### src/rtl/fifo_pkg.sv
// Shared types and default constants for the parametrised FIFO.
package fifo_pkg;

  typedef enum logic [2:0] {
    INIT     = 3'd0,
    NO_OP    = 3'd1,
    WRITE    = 3'd2,
    READ     = 3'd3,
    WR_RD    = 3'd4,
    WR_ERROR = 3'd5,
    RD_ERROR = 3'd6
  } fifo_state_e;

  localparam int FIFO_DATA_WIDTH = 32;
  localparam int FIFO_DEPTH      = 8;
  localparam int FIFO_AE_LEVEL   = 2;

endpackage

### src/rtl/fifo_ns_cal.sv
// Combinational next-state, next-pointer, next-count and write/read-enable
// calculator for fifo_param.
module fifo_ns_cal
  import fifo_pkg::*;
#(
  parameter int DEPTH      = FIFO_DEPTH,
  parameter int ADDR_WIDTH = $clog2(DEPTH)
) (
  input  logic                  wr_en,
  input  logic                  rd_en,
  input  logic [ADDR_WIDTH:0]   count,
  input  logic [ADDR_WIDTH-1:0] head,
  input  logic [ADDR_WIDTH-1:0] tail,
  output fifo_state_e           next_state,
  output logic [ADDR_WIDTH-1:0] next_head,
  output logic [ADDR_WIDTH-1:0] next_tail,
  output logic [ADDR_WIDTH:0]   next_count,
  output logic                  we,
  output logic                  re,
  output logic                  wr_ack,
  output logic                  wr_err,
  output logic                  rd_ack,
  output logic                  rd_err
);

  localparam logic [ADDR_WIDTH:0] FULL_COUNT = (ADDR_WIDTH + 1)'(DEPTH);

  logic is_full;
  logic is_empty;

  assign is_full  = (count == FULL_COUNT);
  assign is_empty = (count == '0);

  always_comb begin
    next_state = NO_OP;
    we         = 1'b0;
    re         = 1'b0;
    wr_ack     = 1'b0;
    wr_err     = 1'b0;
    rd_ack     = 1'b0;
    rd_err     = 1'b0;
    case ({wr_en, rd_en})
      2'b10: begin
        if (is_full) begin
          next_state = WR_ERROR;
          wr_err     = 1'b1;
        end else begin
          next_state = WRITE;
          we         = 1'b1;
          wr_ack     = 1'b1;
        end
      end
      2'b01: begin
        if (is_empty) begin
          next_state = RD_ERROR;
          rd_err     = 1'b1;
        end else begin
          next_state = READ;
          re         = 1'b1;
          rd_ack     = 1'b1;
        end
      end
      2'b11: begin
        // When full, both proceed: the read frees the slot the write lands in.
        if (is_empty) begin
          next_state = RD_ERROR;
          we         = 1'b1;
          wr_ack     = 1'b1;
          rd_err     = 1'b1;
        end else begin
          next_state = WR_RD;
          we         = 1'b1;
          re         = 1'b1;
          wr_ack     = 1'b1;
          rd_ack     = 1'b1;
        end
      end
      default: next_state = NO_OP;
    endcase
  end

  always_comb begin
    next_head  = head;
    next_tail  = tail;
    next_count = count;
    if (we) next_tail = tail + 1'b1;
    if (re) next_head = head + 1'b1;
    if (we && !re) next_count = count + 1'b1;
    if (re && !we) next_count = count - 1'b1;
  end

endmodule

### src/rtl/fifo_param.sv
// Parametrised single-clock FIFO with simultaneous read/write support.
// Optional almost-full/almost-empty flags are enabled by FIFO_ALMOST_FLAGS_EN.
module fifo_param
  import fifo_pkg::*;
#(
  parameter int DATA_WIDTH = FIFO_DATA_WIDTH,
  parameter int DEPTH      = FIFO_DEPTH,
  parameter int ADDR_WIDTH = $clog2(DEPTH),
  parameter int AF_LEVEL   = DEPTH - 2,
  parameter int AE_LEVEL   = FIFO_AE_LEVEL
) (
  input  logic                  clk,
  input  logic                  reset,
  input  logic                  wr_en,
  input  logic [DATA_WIDTH-1:0] din,
  input  logic                  rd_en,
  output logic [DATA_WIDTH-1:0] dout,
  output logic                  full,
  output logic                  empty,
  output logic                  almost_full,
  output logic                  almost_empty,
  output logic [ADDR_WIDTH:0]   data_count,
  output logic                  wr_ack,
  output logic                  wr_err,
  output logic                  rd_ack,
  output logic                  rd_err,
  output fifo_state_e           dbg_state
);

  // Handshake: wr_en/rd_en are requests sampled on each rising edge; on the
  // following cycle exactly one of wr_ack/wr_err (rd_ack/rd_err) pulses for
  // each request, and no pulse appears for a cycle without a request.

  localparam logic [ADDR_WIDTH:0] FULL_COUNT = (ADDR_WIDTH + 1)'(DEPTH);

  logic [DATA_WIDTH-1:0] mem [DEPTH];
  logic [ADDR_WIDTH-1:0] head;
  logic [ADDR_WIDTH-1:0] tail;
  logic [ADDR_WIDTH-1:0] next_head;
  logic [ADDR_WIDTH-1:0] next_tail;
  logic [ADDR_WIDTH:0]   next_count;
  fifo_state_e           state;
  fifo_state_e           next_state;
  logic                  we;
  logic                  re;
  logic                  nx_wr_ack;
  logic                  nx_wr_err;
  logic                  nx_rd_ack;
  logic                  nx_rd_err;

  fifo_ns_cal #(
    .DEPTH      (DEPTH),
    .ADDR_WIDTH (ADDR_WIDTH)
  ) u_ns_cal (
    .wr_en      (wr_en),
    .rd_en      (rd_en),
    .count      (data_count),
    .head       (head),
    .tail       (tail),
    .next_state (next_state),
    .next_head  (next_head),
    .next_tail  (next_tail),
    .next_count (next_count),
    .we         (we),
    .re         (re),
    .wr_ack     (nx_wr_ack),
    .wr_err     (nx_wr_err),
    .rd_ack     (nx_rd_ack),
    .rd_err     (nx_rd_err)
  );

  always_ff @(posedge clk) begin
    if (reset) begin
      state      <= INIT;
      head       <= '0;
      tail       <= '0;
      data_count <= '0;
      dout       <= '0;
      wr_ack     <= 1'b0;
      wr_err     <= 1'b0;
      rd_ack     <= 1'b0;
      rd_err     <= 1'b0;
    end else begin
      state      <= next_state;
      head       <= next_head;
      tail       <= next_tail;
      data_count <= next_count;
      wr_ack     <= nx_wr_ack;
      wr_err     <= nx_wr_err;
      rd_ack     <= nx_rd_ack;
      rd_err     <= nx_rd_err;
      if (re) dout <= mem[head];
    end
  end

  // Storage is not reset; after reset the pointers make old entries unreachable.
  always_ff @(posedge clk) begin
    if (we && !reset) mem[tail] <= din;
  end

  assign full      = (data_count == FULL_COUNT);
  assign empty     = (data_count == '0);
  assign dbg_state = state;

`ifdef FIFO_ALMOST_FLAGS_EN
  localparam logic [ADDR_WIDTH:0] AF_COUNT = (ADDR_WIDTH + 1)'(AF_LEVEL);
  localparam logic [ADDR_WIDTH:0] AE_COUNT = (ADDR_WIDTH + 1)'(AE_LEVEL);

  assign almost_full  = (data_count >= AF_COUNT);
  assign almost_empty = (data_count <= AE_COUNT);
`else
  assign almost_full  = 1'b0;
  assign almost_empty = 1'b0;
`endif

endmodule

### config.mk
export PLATFORM = sky130hd
export DESIGN_NAME = fifo_param
export DESIGN_NICKNAME = d
export VERILOG_FILES = /design/src/rtl/fifo_pkg.sv /design/src/rtl/fifo_ns_cal.sv /design/src/rtl/fifo_param.sv
export SDC_FILE = /design/constraint.sdc
export NUM_CORES = 1
export LEC_CHECK = 0
export ABC_AREA = 1
export CAP_MARGIN = 20
export CORE_AREA = 2 2 151 153
export DETAILED_ROUTE_END_ITERATION = 8
export DIE_AREA = 0 0 153 155
export GPL_TIMING_DRIVEN = 0
export PLACE_DENSITY_LB_ADDON = 0.08
export SLEW_MARGIN = 15
export SYNTH_ARGS = -nofsm -noshare
export SYNTH_HDL_FRONTEND = slang
export SYNTH_SLANG_ARGS = --single-unit
export TNS_END_PERCENT = 100
### constraint.sdc
create_clock -name clk -period 3.25 [get_ports clk]
set_input_delay 0.65 -clock clk [delete_from_list [all_inputs] [get_ports clk]]
set_output_delay 0.65 -clock clk [all_outputs]
set_load 0.02 [all_outputs]
Word level (Yosys, flattened, before mapping)
Memories as Yosys holds them, arrays and structs flattened. A register that Yosys moved wholly into a read port is not among the register bits.
Index checks and enable logic that the tools add are counted.
{"block": "word_totals", "ff_bits": 17, "ramBits": 256, "in_bits": 36, "output_inout_bits": 47, "mem_count": 1}
{"name": "mem", "words": 8, "width": 32, "read_ports": 1, "rd_ports_with_merged_regs": 1, "wr": 1, "line": "fifo_param.sv:36", "source": "logic [DATA_WIDTH-1:0] mem [DEPTH];"}
{"block": "op_classes", "n_addsub": 4, "n_eq_ne": 4, "n_mux": 14, "bitwise_logic": 2, "reduce_logical": 11}
{"op": "$pmux 3 s3", "n": 1}
{"op": "$mux 4", "n": 2}
{"op": "$mux 1", "n": 7}
{"op": "$add 3x1->3 const B", "n": 2}
{"op": "$mux 3", "n": 2}
{"op": "$reduce_or 2->1", "n": 3}
{"op": "$add 4x1->4 const B", "n": 1}
{"op": "$eq 2x2->1 const B", "n": 2}
{"op": "$eq 4x4->1 const B", "n": 1}
{"op": "$logic_not 4->1", "n": 1}
{"op": "$sub 4x1->4 const B", "n": 1}
{"op": "$logic_and 1x1->1", "n": 3}
{"op": "$logic_not 1->1", "n": 3}
{"op": "$eq 2x1->1 const B", "n": 1}
{"op": "$mux 2", "n": 1}
{"op": "$not 1->1", "n": 2}
{"op": "$pmux 1 s2", "n": 1}
{"op": "$reduce_bool 2->1", "n": 1}

Depth between registers and ports, before layout
Gate-level depths: netlist of the first run.
{"block": "logic_depth", "depth_word": 7, "depth_mapped": 16, "mapped_depth_nobuf": 14}

Modules after synthesis
Synthesis of the first run repeated with hierarchy kept, for this count alone.
{"block": "unflattened", "hier_cells": 1306, "area_unflattened_um2": 12953.7}
{"mod": "fifo_param", "instances": 1, "cells_each": 1228, "area_per_inst_um2": 12517.0, "seq_area_each_um2": 8668.3}
{"mod": "fifo_ns_cal", "instances": 1, "cells_each": 78, "area_per_inst_um2": 436.7, "seq_area_each_um2": 0.0}

Worst setup path after synthesis of the first run
No wires, ideal clock.
{"block": "synth_path", "path_kind": "in2reg", "from": "in reset", "to": "mem mem[0][0] in the netlist's numbering (enable)", "setup_time_ns": 0.421, "arrival_time_ns": 2.484, "required_time_ns": 2.829, "path_slack_ns": 0.345, "cell_stages": 4, "path_buffers": 1, "cell_sequence": "clkbuf_1 nor2_1 nand2_1 nor2_1"}
{"block": "synth_between", "elab_chain_cells": 4}
{"element": "start: declaration", "line": "fifo_param.sv:13", "source": "input logic reset,"}
{"element": "$logic_not 1->1", "line": "fifo_param.sv:98", "source": "if (we && !reset) mem[tail] <= din;"}
{"element": "$logic_and 1x1->1", "line": "fifo_param.sv:98"}
{"element": "$mux 1", "line": "fifo_param.sv:98"}
{"element": "$mux 1 (not written as such)", "line": "fifo_param.sv:98"}
{"element": "end: declaration", "line": "fifo_param.sv:36"}
Every way passes these cells.

Final worst setup path of the first run
{"block": "layout_path", "from": "in rd_en", "to": "reg data_count[2]"}
{"block": "layout_between", "elab_chain_cells": 6, "word_cells_on_any_way": 12, "classes_between": "3 x eq/ne; 3 x mux; 6 x reduce/logical"}
{"element": "start: declaration", "line": "fifo_param.sv:16", "source": "input logic rd_en,"}
{"element": "$eq 2x1->1 / $eq 2x2->1 (equally long branches)"}
{"element": "$reduce_or 2->1 (no source line) *"}
{"element": "$mux 1 *"}
{"element": "net nx_rd_ack", "line": "fifo_param.sv:48", "source": "logic nx_rd_ack;"}
{"element": "$logic_not 1->1", "line": "fifo_ns_cal.sv:88", "source": "if (we && !re) next_count = count + 1'b1;"}
{"element": "$logic_and 1x1->1", "line": "fifo_ns_cal.sv:88"}
{"element": "$reduce_bool 2->1 (no source line)"}
{"element": "end signal: assignment", "line": "fifo_param.sv:87", "source": "data_count <= next_count;"}
{"element": "end: declaration", "line": "fifo_param.sv:22", "source": "output logic [ADDR_WIDTH:0] data_count,"}
The timed path passes the listed nets; every way through them passes the cells marked *.
A chain may end at the register's enable or synchronous reset.

==> results.rst, run 1 <==
.. list-table::
   :header-rows: 1

   * - Metric
     - Value
   * - Worst slew margin relative to its limit
     - 47.61%
   * - Routed vias
     - between 8k and 9k
   * - Share of layout cells above drive strength 1
     - under 10%
   * - Average footprint of a synthesized cell
     - ~12 sq um
   * - Setup repair after global routing missed its margin
     - no
   * - Power per standard cell area
     - 786.4 mW/mm^2
   * - Initial Util
     - 54.02%
   * - Number of slew-limit violations in the final report
     - 0
   * - Run status
     - finished clean
   * - Wire length per cell
     - just over 20 um
   * - Via density per instance
     - 5.566
   * - Die outline area
     - ~0.024 sq mm
   * - Number of warnings issued by yosys
     - 0
   * - Share of the clock period used by the worst path after layout
     - between 80 and 90%
   * - Maximum capacitance violations
     - 0
   * - CP max FO
     - 11
   * - Drc violations
     - 0
   * - Crit-path max cell delay
     - 0.60 ns
   * - Total clock buffers created by CTS
     - 34
   * - Clock-pin transition on the worst setup and hold timing paths
     - ~0.060 ns
   * - Leakage power total
     - 5.262 nW
   * - Worst setup skew after layout
     - 0.01112 ns
   * - Antenna violations before repair
     - 0
   * - Number of storage elements in the synthesis netlist
     - 305
   * - Global-route met2 utilization
     - 41.11%
   * - Placed cell count
     - 1,387
   * - Highest achievable clock rate
     - 369.0 MHz
   * - Count of final hold-check violations
     - 0
   * - CTS tree
     - yes
   * - Total routing resource utilization after global routing
     - around a quarter
   * - Global placer's final weighted congestion
     - approximately 0.76
   * - Master cell of the clock root buffer
     - sky130_fd_sc_hd__clkbuf_16
   * - Depth of the worst register-to-register path
     - 15
   * - Number of gates resized after cts
     - 0
   * - WHS
     - around 0.52 ns
   * - Layout area overhead
     - 21.16%
   * - Post-synthesis instance area
     - approximately 0.012 sq mm
   * - Most utilized layer in the global route result
     - met2
   * - Total of buffers placed on input and output ports
     - 79
   * - Wire length of the first global-routing pass
     - 45.37 mm
   * - Final TNS setup
     - 0 ns
   * - Layout Nets
     - 1,179
   * - Overall die height
     - between 150 and 200 um
   * - Most frequent cells in the layout
     - 256 x sky130_fd_sc_hd__edfxtp_1, 161 x sky130_fd_sc_hd__nor2_1, 113 x sky130_fd_sc_hd__o21ai_0
   * - Worst slew pin tran
     - 0.7859 ns
   * - Endpoint arrival time on the critical path
     - 3.11 ns
   * - Number of buffers between clock root and the deepest sink
     - 3
   * - Number of distinct library cells after synthesis
     - 26
   * - Minimum clock period
     - 2.710 ns
   * - Post-Syn Instances
     - about 1k
   * - Number of inserted diodes
     - 0
   * - Overall routed net length
     - 29.70 mm
   * - Number of rows in the core area
     - between 50 and 60
   * - Max H-tree Level
     - 2
   * - Die width
     - 153 um
   * - Maximum number of pins on one net before global-route repair
     - 20
   * - Iteration-0 DRC Markers
     - 656
   * - 1st-pass router iterations
     - 5
   * - Routing usage on met3
     - 4.095%
   * - Worst setup SP type
     - input port
   * - Half-perimeter wire length of the detailed placement result
     - 18.87 mm
   * - DP Worst Slack
     - roughly 0.050 ns
   * - Worst path slowest cell
     - sky130_fd_sc_hd__clkdlybuf4s50_1
   * - Sink Count
     - 305
   * - Critical path start-end classification
     - input port to flip-flop
   * - Routed Antenna Nets
     - 0
   * - Crit path required time
     - 3.65 ns
   * - Crit. End Element
     - flip-flop
   * - Final-report setup violation count
     - 0
   * - Cells along the critical path
     - clkdlybuf4s50_1 > nand2_2 > inv_2 > buf_6 > buf_2 > ha_1 > nand2_1 > inv_1 > nor2_1 > ha_1 > a21oi_1 > xnor2_1 > o21ai_0 > inv_1
   * - GRT Residual Overflow
     - 0
   * - Worst-skew pair later-pin latency
     - 0.51 ns
   * - Setup WS post-layout
     - 0.5399 ns
   * - Hold-critical path depth
     - 2
   * - Number of global-route vias before repair
     - 7,803
   * - Commonest non-fill, non-tap cell in the layout
     - sky130_fd_sc_hd__edfxtp_1
   * - Count of boundary I/O pins
     - 83
   * - Highest ir drop seen on vdd
     - ~430 uV
   * - Fin cells
     - 1,448
   * - Met1 layer usage reported by global route
     - 35.70%
   * - Path type of the worst min-delay path
     - flip-flop to flip-flop
   * - Sequential area share after synthesis
     - between 70% and 80%
   * - Standard cell core area
     - between 0.02 and 0.025 sq mm
   * - Hold-fix buffers, CTS
     - 0
   * - Setup Fix Bufs, Post-CTS
     - 0
path summary, 6_finish.rpt:
kind         slack, ns       endpoint     startpoint
max               0.54  data_count[2]          rd_en
min               0.52        tail[0]        tail[0]
max reg2reg       0.73  data_count[2]  data_count[0]
min reg2reg       0.52        tail[0]        tail[0]
cells by family (layout without fill, tap and decap cells):
group	after synthesis	after routing	share of synthesized area, %
compound gates	208	208	9.827
flops	305	305	72.20
buf+inv	138	287	5.273
other cells	1	2	0.03123
xor+xnor	4	4	0.2918
fa+ha+maj	5	5	0.5211
simple gates	352	352	11.86
state kept, by name, summed over array words and instances (netlist names):
register	cells
rd_ack	1
wr_err	1
rd_err	1
mem	256
dout	32
tail	3
dbg_state	3
data_count	4
head	3
wr_ack	1
metal layers:
layer | vias up | part of all wire (%)
met1 | 3885 | 42
met2 | 328 | 47
met5 | - | 0
met4 | 0 | 2.7
li1 | 3790 | -
met3 | 56 | 7.8
cells in the mapped netlist:
cell,instances,area [sq um]
sky130_fd_sc_hd__nor2_2,1,6.260
sky130_fd_sc_hd__o21ai_0,113,565.5
sky130_fd_sc_hd__nor2_1,169,634.4
sky130_fd_sc_hd__xor2_1,2,17.52
sky130_fd_sc_hd__o21ai_1,2,10.01
sky130_fd_sc_hd__o21ai_2,1,8.760
sky130_fd_sc_hd__inv_2,2,7.510
sky130_fd_sc_hd__buf_1,5,18.77
sky130_fd_sc_hd__buf_6,3,33.78
sky130_fd_sc_hd__nand2_1,108,405.4
sky130_fd_sc_hd__dfxtp_1,49,980.9
sky130_fd_sc_hd__nand3_1,70,350.3
sky130_fd_sc_hd__ha_1,5,62.56
sky130_fd_sc_hd__clkbuf_1,17,63.81
sky130_fd_sc_hd__nor3_1,1,5.000
sky130_fd_sc_hd__and3_1,1,6.260
sky130_fd_sc_hd__o211ai_1,54,405.4
sky130_fd_sc_hd__conb_1,1,3.750
sky130_fd_sc_hd__buf_4,18,135.1
sky130_fd_sc_hd__inv_1,73,274.0
sky130_fd_sc_hd__a21oi_1,38,190.2
sky130_fd_sc_hd__buf_2,20,100.1
sky130_fd_sc_hd__xnor2_1,2,17.52
sky130_fd_sc_hd__edfxtp_1,256,7687
sky130_fd_sc_hd__nand3_2,1,10.01
sky130_fd_sc_hd__nand2_2,1,6.260
final cells by class:
type	instances	area, sq um
buffer	63	351.6
clock buffer	50	1015
clock inverter	11	73.82
fill	1654	7681
inverter	75	281.5
multi-input combinational	571	2769
sequential	305	8668
tap	285	356.6
timing repair buffer	88	1031
where the power goes:
| part | internal (W) | total (W) | switching [W] |
|---|---|---|---|
| sequential | 0.00451 | 0.00465 | 0.000135 |
| combinational | 0.00112 | 0.00310 | 0.00198 |
| clock | 0.00224 | 0.00369 | 0.00145 |
per-stage QoR:
step                      util [%]  area (sq um)  total power [W]
after CTS                    65.44         14550          0.01147
after global placement       59.20         13160         0.007715
after global routing         65.44         14550          0.01196
after detailed placement     60.55         13460         0.007797
after floorplan                  -         12010         0.006555
final                        65.44         14550          0.01144
critical path: cells and delay by family:
family                   cells  cell delay [ns]
AO/OA/AOI/OAI                2             0.31
XOR/XNOR                     1             0.09
adder cells (fa/ha/maj)      2             0.44
buffers and inverters        6             1.30
AND/OR/NAND/NOR              3             0.32
No activity file was read; power rests on OpenSTA's default activity.
==> run 2: changes to the inputs <==
--- a/config.mk
+++ b/config.mk
@@ -7,9 +7,9 @@
 export LEC_CHECK = 0
 export ABC_AREA = 1
 export CAP_MARGIN = 20
-export CORE_AREA = 2 2 151 153
+export CORE_AREA = 2 2 154 156
 export DETAILED_ROUTE_END_ITERATION = 8
-export DIE_AREA = 0 0 153 155
+export DIE_AREA = 0 0 156 158
 export GPL_TIMING_DRIVEN = 0
 export PLACE_DENSITY_LB_ADDON = 0.08
 export SLEW_MARGIN = 15
==> constraint.sdc (replaced) <==
create_clock -name clk -period 2.3 [get_ports clk]
set_input_delay 0.46 -clock clk [delete_from_list [all_inputs] [get_ports clk]]
set_output_delay 0.46 -clock clk [all_outputs]
set_load 0.02 [all_outputs]
==> results.rst, run 2 (synthesis results as in run 1) <==
.. list-table::
   :header-rows: 1

   * - Metric
     - Value
   * - Total routing resource utilization after global routing
     - 24.01%
   * - Worst path slowest cell
     - sky130_fd_sc_hd__clkdlybuf4s50_1
   * - Number of slew-limit violations in the final report
     - 0
   * - Half-perimeter wire length of the detailed placement result
     - ~19 mm
   * - Worst-skew pair later-pin latency
     - 0.55 ns
   * - Maximum capacitance violations
     - 0
   * - Cells along the critical path
     - clkdlybuf4s50_1 > nand2_4 > inv_2 > buf_12 > ha_2 > nand2_1 > inv_1 > nor2_1 > ha_1 > a21oi_1 > xnor2_1 > o21ai_0 > inv_1
   * - Depth of the worst register-to-register path
     - 7
   * - Standard cell core area
     - 0.02305 sq mm
   * - Share of layout cells above drive strength 1
     - 11.33%
   * - Number of global-route vias before repair
     - 7,504
   * - Iteration-0 DRC Markers
     - just under 700
   * - Worst slew pin tran
     - 0.7283 ns
   * - Endpoint arrival time on the critical path
     - 2.56 ns
   * - Drc violations
     - 0
   * - Sink Count
     - slightly above 300
   * - Crit. End Element
     - flip-flop
   * - Overall routed net length
     - 29.28 mm
   * - Wire length of the first global-routing pass
     - 43.94 mm
   * - Via density per instance
     - 5.474
   * - Number of flip-flops under the largest register name
     - 256
   * - Share of the clock period used by the worst path after layout
     - ~92%
   * - Count of final hold-check violations
     - 0
   * - Crit path required time
     - 2.74 ns
   * - Most common cell type on the critical path
     - sky130_fd_sc_hd__inv_1
   * - CTS tree
     - yes
   * - Routed vias
     - 8,014
   * - Power share of the sequential group
     - just over 40%
   * - CP max FO
     - 20
   * - Worst setup SP type
     - input port
   * - Portion of total power attributed to combinational logic
     - 27.0%
   * - Global placer's final weighted congestion
     - 0.7564
   * - Number of inserted diodes
     - 0
   * - Setup repair after global routing missed its margin
     - no
   * - Highest achievable clock rate
     - 473.4 MHz
   * - Clock Power Share
     - 32.6%
   * - Count of boundary I/O pins
     - 83
   * - Final core occ
     - 64.44%
   * - Hold-critical path depth
     - 2
   * - Layout area overhead
     - 23.72%
   * - Routed Antenna Nets
     - 0
   * - Run status
     - finished clean
   * - Switch Pwr
     - about 0.0050 W
   * - Number of rows in the core area
     - 56
   * - Master cell of the clock root buffer
     - sky130_fd_sc_hd__clkbuf_16
   * - Wire length per cell
     - 20.00 um
   * - Minimum clock period
     - roughly 2.1 ns
   * - GRT Residual Overflow
     - 0
   * - DP Worst Slack
     - -0.7386 ns
   * - Antenna violations before repair
     - 0
   * - Power per standard cell area
     - approximately 1100 mW/mm^2
   * - Register name with the most flops
     - mem
   * - Path type of the worst min-delay path
     - input port to flip-flop
   * - Die width
     - approximately 160 um
   * - 1st-pass router iterations
     - 5
   * - Crit-path max cell delay
     - 0.67 ns
   * - Maximum number of pins on one net before global-route repair
     - 21
   * - Commonest non-fill, non-tap cell in the layout
     - sky130_fd_sc_hd__edfxtp_1
   * - Total clock buffers created by CTS
     - 31
   * - Leakage power total
     - 5.396 nW
   * - Critical path start-end classification
     - input port to flip-flop
   * - Initial Util
     - 52.08%
   * - Die outline area
     - 0.02465 sq mm
   * - Clock-pin transition on the worst setup and hold timing paths
     - 0.07 ns
   * - Int Power
     - ~0.011 W
   * - Total of buffers placed on input and output ports
     - 79
   * - Worst slew margin relative to its limit
     - ~51%
   * - Setup WS post-layout
     - 0.1874 ns
   * - Final-report setup violation count
     - 0
   * - Most frequent cells in the layout
     - 256 x sky130_fd_sc_hd__edfxtp_1, 161 x sky130_fd_sc_hd__nor2_1, 113 x sky130_fd_sc_hd__o21ai_0
   * - Worst setup skew after layout
     - 0.01446 ns
   * - Overall die height
     - about 160 um
   * - Highest ir drop seen on vdd
     - roughly 630 uV
   * - Layout Nets
     - 1,191
   * - Number of buffers between clock root and the deepest sink
     - 3
   * - Largest registers in the final layout
     - mem: 256 flops, dout: 32 flops, data_count: 4 flops
   * - Final TNS setup
     - 0 ns
   * - Switching power as a share of total power
     - 30.71%
   * - Max H-tree Level
     - 1
## run 2: cell count changes in the layout (fill, tap and decap cells not counted), moves of 2 or more
cell	previous run	this run
sky130_fd_sc_hd__clkinv_1	5	3
sky130_fd_sc_hd__buf_12	1	13
sky130_fd_sc_hd__clkbuf_8	4	2
sky130_fd_sc_hd__buf_4	18	23
sky130_fd_sc_hd__clkdlybuf4s50_1	79	77
sky130_fd_sc_hd__dfxtp_1	49	45
sky130_fd_sc_hd__dfxtp_2	0	4
sky130_fd_sc_hd__bufinv_16	1	3
sky130_fd_sc_hd__dlygate4sd2_1	0	2
sky130_fd_sc_hd__clkbuf_1	26	22
## run 2: per-layer routing
metal | part of all wire, % | global-route usage (%)
met1 | 44 | 34.00
met2 | 47 | 39.38
met3 | 7.0 | 3.258
met4 | 2.2 | 6.903
met5 | 0 | 0
## run 2: metrics by stage
step / total power [W] / std cells / hold WS, ns / instance area (sq um)
2_1_floorplan: 0.009265 / 1014 / 0.4781 / 12030
3_3_place_gp: 0.01091 / 1383 / 0.4998 / 13180
3_5_place_dp: 0.01102 / 1391 / 0.5023 / 13440
4_1_cts: 0.01627 / 1464 / 0.2966 / 14830
5_1_grt: 0.01698 / 1464 / 0.3243 / 14850
6_report: 0.01623 / 1464 / 0.3062 / 14850
## run 2: critical path: cells and delay by family
family          cells  cell delay [ns]
simple gates        3             0.26
compound gates      2             0.27
fa+ha+maj           2             0.39
buf+inv             5             1.08
xor+xnor            1             0.09
## run 2: final timing paths
kind                                    start            end  slack (ns)
worst max-delay path                    rd_en  data_count[2]        0.19
worst min register to register        tail[0]        tail[0]        0.51
worst min-delay path                    reset         rd_err        0.31
worst max register to register  data_count[2]     mem[1][21]        0.24
## run 2: final cells by class
class,instances,area (sq um)
sequential,305,8673
timing repair buffer,104,1286
clock buffer,44,972.2
tap,290,362.8
fill,1747,8198
buffer,62,355.3
multi-input combinational,571,2784
clock inverter,13,138.9
inverter,75,281.5
## run 2: power by group through the flow
stage	logic [W]	registers [W]	clock network [W]
floorplan	0.00231	0.00696	0
CTS	0.00436	0.00655	0.00536
global route	0.00481	0.00659	0.00558
global placement	0.00425	0.00666	0
finish	0.00439	0.00656	0.00529
detailed placement	0.00435	0.00667	0
## run 2: repair_timing
item / 4_1_cts / 5_1_grt
hold buffers: 0 / 0
resized for setup: 2 / 9
setup endpoints to repair: 200 / 1
pin swaps: 8 / 0
buffers inserted: 17 / 0
==> run 3: changes to the inputs <==
--- a/config.mk
+++ b/config.mk
@@ -5,12 +5,12 @@
 export SDC_FILE = /design/constraint.sdc
 export NUM_CORES = 1
 export LEC_CHECK = 0
-export ABC_AREA = 1
 export CAP_MARGIN = 20
-export CORE_AREA = 2 2 154 156
+export CORE_AREA = 2 2 147 149
 export DETAILED_ROUTE_END_ITERATION = 8
-export DIE_AREA = 0 0 156 158
+export DIE_AREA = 0 0 149 151
 export GPL_TIMING_DRIVEN = 0
+export HOLD_SLACK_MARGIN = 0.08
 export PLACE_DENSITY_LB_ADDON = 0.08
 export SLEW_MARGIN = 15
 export SYNTH_ARGS = -nofsm -noshare
==> constraint.sdc (replaced) <==
create_clock -name clk -period 2.4 [get_ports clk]
set_input_delay 0.48 -clock clk [delete_from_list [all_inputs] [get_ports clk]]
set_output_delay 0.48 -clock clk [all_outputs]
set_load 0.02 [all_outputs]
==> results.rst, run 3 <==
.. list-table::
   :header-rows: 1

   * - Metric
     - Value
   * - Run status
     - complete, but fails checks
   * - Violated checks
     - setup timing
   * - Commonest cells in the synthesized netlist
     - 256 x sky130_fd_sc_hd__edfxtp_1, 64 x sky130_fd_sc_hd__mux4_2, 49 x sky130_fd_sc_hd__dfxtp_1
   * - Share of layout cells above drive strength 1
     - between 20% and 30%
   * - DP Worst Slack
     - -1.026 ns
   * - Number of slew-limit violations in the final report
     - 0
   * - Critical path start-end classification
     - flip-flop to flip-flop
   * - Worst-skew pair later-pin latency
     - 0.55 ns
   * - Worst setup skew after layout
     - 0.02000 ns
   * - Share of flip-flops with an asynchronous set or reset after synthesis
     - 0%
   * - Leakage power total
     - ~4.5 nW
   * - Maximum number of pins on one net before global-route repair
     - 21
   * - Max H-tree Level
     - 1
   * - Number of global-route vias before repair
     - 6,162
   * - Crit-path max cell delay
     - 0.56 ns
   * - Fin cells
     - approximately 1.0k
   * - Crit path required time
     - 2.86 ns
   * - Overall routed net length
     - approximately 24 mm
   * - Metal-1 WL
     - 9.635 mm
   * - R2r endpoint
     - data_count[2]
   * - Largest registers in the final layout
     - mem: 256 flops, dout: 32 flops, data_count: 4 flops
   * - GRT Residual Overflow
     - 0
   * - Standard cell core area
     - around 0.021 sq mm
   * - Endpoint with the worst hold slack
     - dout[19]
   * - Post-layout total power
     - 0.01454 W
   * - Drc violations
     - 0
   * - Number of buffers between clock root and the deepest sink
     - 3
   * - Final core occ
     - between 60 and 70%
   * - Switching power as a share of total power
     - 26.78%
   * - Placed cell count
     - 946
   * - Commonest non-fill, non-tap cell in the layout
     - sky130_fd_sc_hd__edfxtp_1
   * - Worst path slowest cell
     - sky130_fd_sc_hd__or4b_4
   * - Worst slew margin relative to its limit
     - 43.76%
   * - Reg-to-reg setup timing slack
     - -0.05 ns
   * - Wire length per cell
     - 23.40 um
   * - Length of routed met3 wiring
     - around 1.4 mm
   * - Switch Pwr
     - 0.003894 W
   * - Number of rows in the core area
     - 53
   * - Depth of the worst register-to-register path
     - 10
   * - Power share of the sequential group
     - 43.7%
   * - Die width
     - 149 um
   * - Setup WS post-layout
     - -0.05040 ns
   * - Post-Syn Instances
     - around 570
   * - Highest metal layer used by the detailed router
     - met4
   * - Maximum capacitance violations
     - 0
   * - Hold Path Origin
     - dout[19]
   * - Average footprint of a synthesized cell
     - approximately 20 sq um
   * - Count of boundary I/O pins
     - 83
   * - Layout area overhead
     - 23.09%
   * - Number of distinct library cells after synthesis
     - 41
   * - Int Power
     - 0.01065 W
   * - Via density per instance
     - 5.774
   * - Portion of total power attributed to combinational logic
     - 23.6%
   * - Worst slew pin tran
     - 0.8436 ns
   * - Iteration-0 DRC Markers
     - 397
   * - CP max FO
     - 6
   * - CTS tree
     - yes
   * - DR WL met2
     - roughly 12 mm
   * - Clock-pin transition on the worst setup and hold timing paths
     - 0.06 ns
   * - Routed vias
     - 5,803
   * - Wire length of the first global-routing pass
     - approximately 36 mm
   * - Yosys top cell area share
     - about two thirds
   * - Crit. End Element
     - flip-flop
   * - 1st-pass router iterations
     - 4
   * - Worst setup SP type
     - flip-flop
   * - Sink Count
     - 305
   * - Global placer's final weighted congestion
     - around 0.76
   * - Clock Power Share
     - 32.8%
   * - Overall die height
     - 151 um
   * - Endpoint arrival time on the critical path
     - 2.91 ns
   * - Total of buffers placed on input and output ports
     - 79
   * - Half-perimeter wire length of the detailed placement result
     - between 15 and 20 mm
   * - Register name with the most flops
     - mem
   * - Count of final hold-check violations
     - 0
   * - Die outline area
     - 0.02250 sq mm
   * - Top-count cell post-synth
     - sky130_fd_sc_hd__edfxtp_1
   * - Number of storage elements in the synthesis netlist
     - ~300
   * - Setup repair after global routing missed its margin
     - yes
   * - Cells along the critical path
     - or4b_4 > o21a_4 > clkinv_8 > ha_4 > xor2_1 > ha_2 > a21oi_2 > xor2_1 > or3_1 > a21oi_2
   * - Most frequent cells in the layout
     - 256 x sky130_fd_sc_hd__edfxtp_1, 77 x sky130_fd_sc_hd__clkdlybuf4s50_1, 64 x sky130_fd_sc_hd__mux4_2
   * - Initial Util
     - 54.46%
   * - Number of warnings issued by yosys
     - 0
   * - Hold-critical path depth
     - 2
   * - Minimum clock period
     - 2.450 ns
   * - Number of enable-type register cells in the synthesized netlist
     - 256
   * - Number of flip-flops under the largest register name
     - 256
   * - Power per standard cell area
     - between 1000 and 1500 mW/mm^2
   * - Highest achievable clock rate
     - about 410 MHz
   * - Highest ir drop seen on vdd
     - 636.4 uV
   * - Sequential area share after synthesis
     - ~76%
   * - Path type of the worst min-delay path
     - flip-flop to flip-flop
   * - Layout Nets
     - between 700 and 800
   * - Startpoint of the worst register-to-register path
     - data_count[0]
   * - Top post-synthesis cells by area
     - sky130_fd_sc_hd__edfxtp_1 68%, sky130_fd_sc_hd__mux4_2 13%, sky130_fd_sc_hd__dfxtp_1 8.7%
   * - Post-synth top area cell
     - sky130_fd_sc_hd__edfxtp_1
   * - Routed Antenna Nets
     - 0
   * - Antenna violations before repair
     - 1
   * - Total routing resource utilization after global routing
     - 21.86%
   * - Hold-fix buffers, CTS
     - 0
   * - Main synth FF type
     - sky130_fd_sc_hd__edfxtp_1
   * - Share of the clock period used by the worst path after layout
     - 102.1%
   * - Master cell of the clock root buffer
     - sky130_fd_sc_hd__clkbuf_16
   * - Final-report setup violation count
     - 1
   * - Total clock buffers created by CTS
     - 29
   * - Post-synthesis instance area
     - roughly 0.011 sq mm
## run 3: changes by cell type in the layout (fill, tap and decap cells not counted), sizes merged, moves of 3 or more
cell    change
o22ai      +32
clkbuf      -9
o21ai     -112
a21oi      -33
mux4       +64
nand2      -99
nor3       +35
xor2        +3
inv        -73
nand3      -70
o211ai     -53
nor2      -123
buf        -22
## run 3: how the worst max path moves through the flow
stage                        startpoint            end  slack [ns]  depth (start not counted)
after detailed placement          rd_en  data_count[3]       -1.03                          9
final                     data_count[0]  data_count[2]       -0.05                         10
after floorplan           data_count[1]      mem[7][0]       -0.32                          5
after global placement            rd_en     mem[5][20]       -2.38                          4
after global routing      data_count[0]  data_count[2]       -0.15                         10
after CTS                 data_count[0]  data_count[2]       -0.01                         10
## run 3: worst max-delay path, delay by kind of cell, from the launching register on
family / cells / cell delay [ns]
xor gates and xnor gates: 2 / 0.31
AOI/OAI and AO/OA: 3 / 0.41
adders and majority gates: 2 / 0.33
and+or+nand+nor: 2 / 0.90
buffers and inverters: 1 / 0.05
DFF: 1 / 0.37
## run 3: logic make-up (layout without fill, tap and decap cells)
| logic type | after synthesis | count (layout) | share of synthesized area, % |
|---|---|---|---|
| flip-flops | 305 | 305 | 76.44 |
| AND/OR/NAND/NOR | 107 | 107 | 4.888 |
| multiplexers | 66 | 66 | 12.89 |
| AO/OA/AOI/OAI | 46 | 46 | 2.725 |
| buffers and inverters | 36 | 191 | 1.931 |
| XOR/XNOR | 7 | 7 | 0.5407 |
| adder cells (fa/ha/maj) | 5 | 5 | 0.5517 |
| other | 1 | 3 | 0.03307 |
## run 3: metrics by stage
step | hold slack [ns] | cell area [sq um] | setup TNS [ns]
2_1_floorplan | 0.5113 | 11420 | -61.52
3_3_place_gp | 0.4770 | 12550 | -542.58
3_5_place_dp | 0.4801 | 12860 | -64.44
4_1_cts | 0.4927 | 13940 | -0.01249
5_1_grt | 0.5217 | 13960 | -0.1643
6_report | 0.4928 | 13960 | -0.05040
## run 3: area by class of cell
cell class,instances,area [sq um]
repair buffers,104,1105
inverters,2,20.02
clock inverters,10,131.4
diodes,1,2.502
flip-flops and latches,305,8678
multi-input cells,233,2594
well taps,275,344.1
clock buffers,44,903.4
fillers,1409,6864
plain buffers,31,180.2
## run 3: metal layers
layer / up-vias / global-route usage [%]
met5: - / 0
met4: 0 / 5.476
met3: 32 / 3.313
met2: 189 / 37.67
met1: 2992 / 29.79
li1: 2590 / -
## run 3: repair_timing
action,CTS,global route
pin swaps,8,2
buffers inserted,7,0
resized for setup,6,4
setup endpoints to repair,5,3
## run 3: power groups by stage
stage	Combinational (W)	Clock (W)	Sequential, W
final	0.00343	0.00476	0.00635
after CTS	0.00346	0.00485	0.00635
after floorplan	0.00186	0	0.00672
after global placement	0.00331	0	0.00643
after global routing	0.00371	0.00506	0.00639
after detailed placement	0.00341	0	0.00645
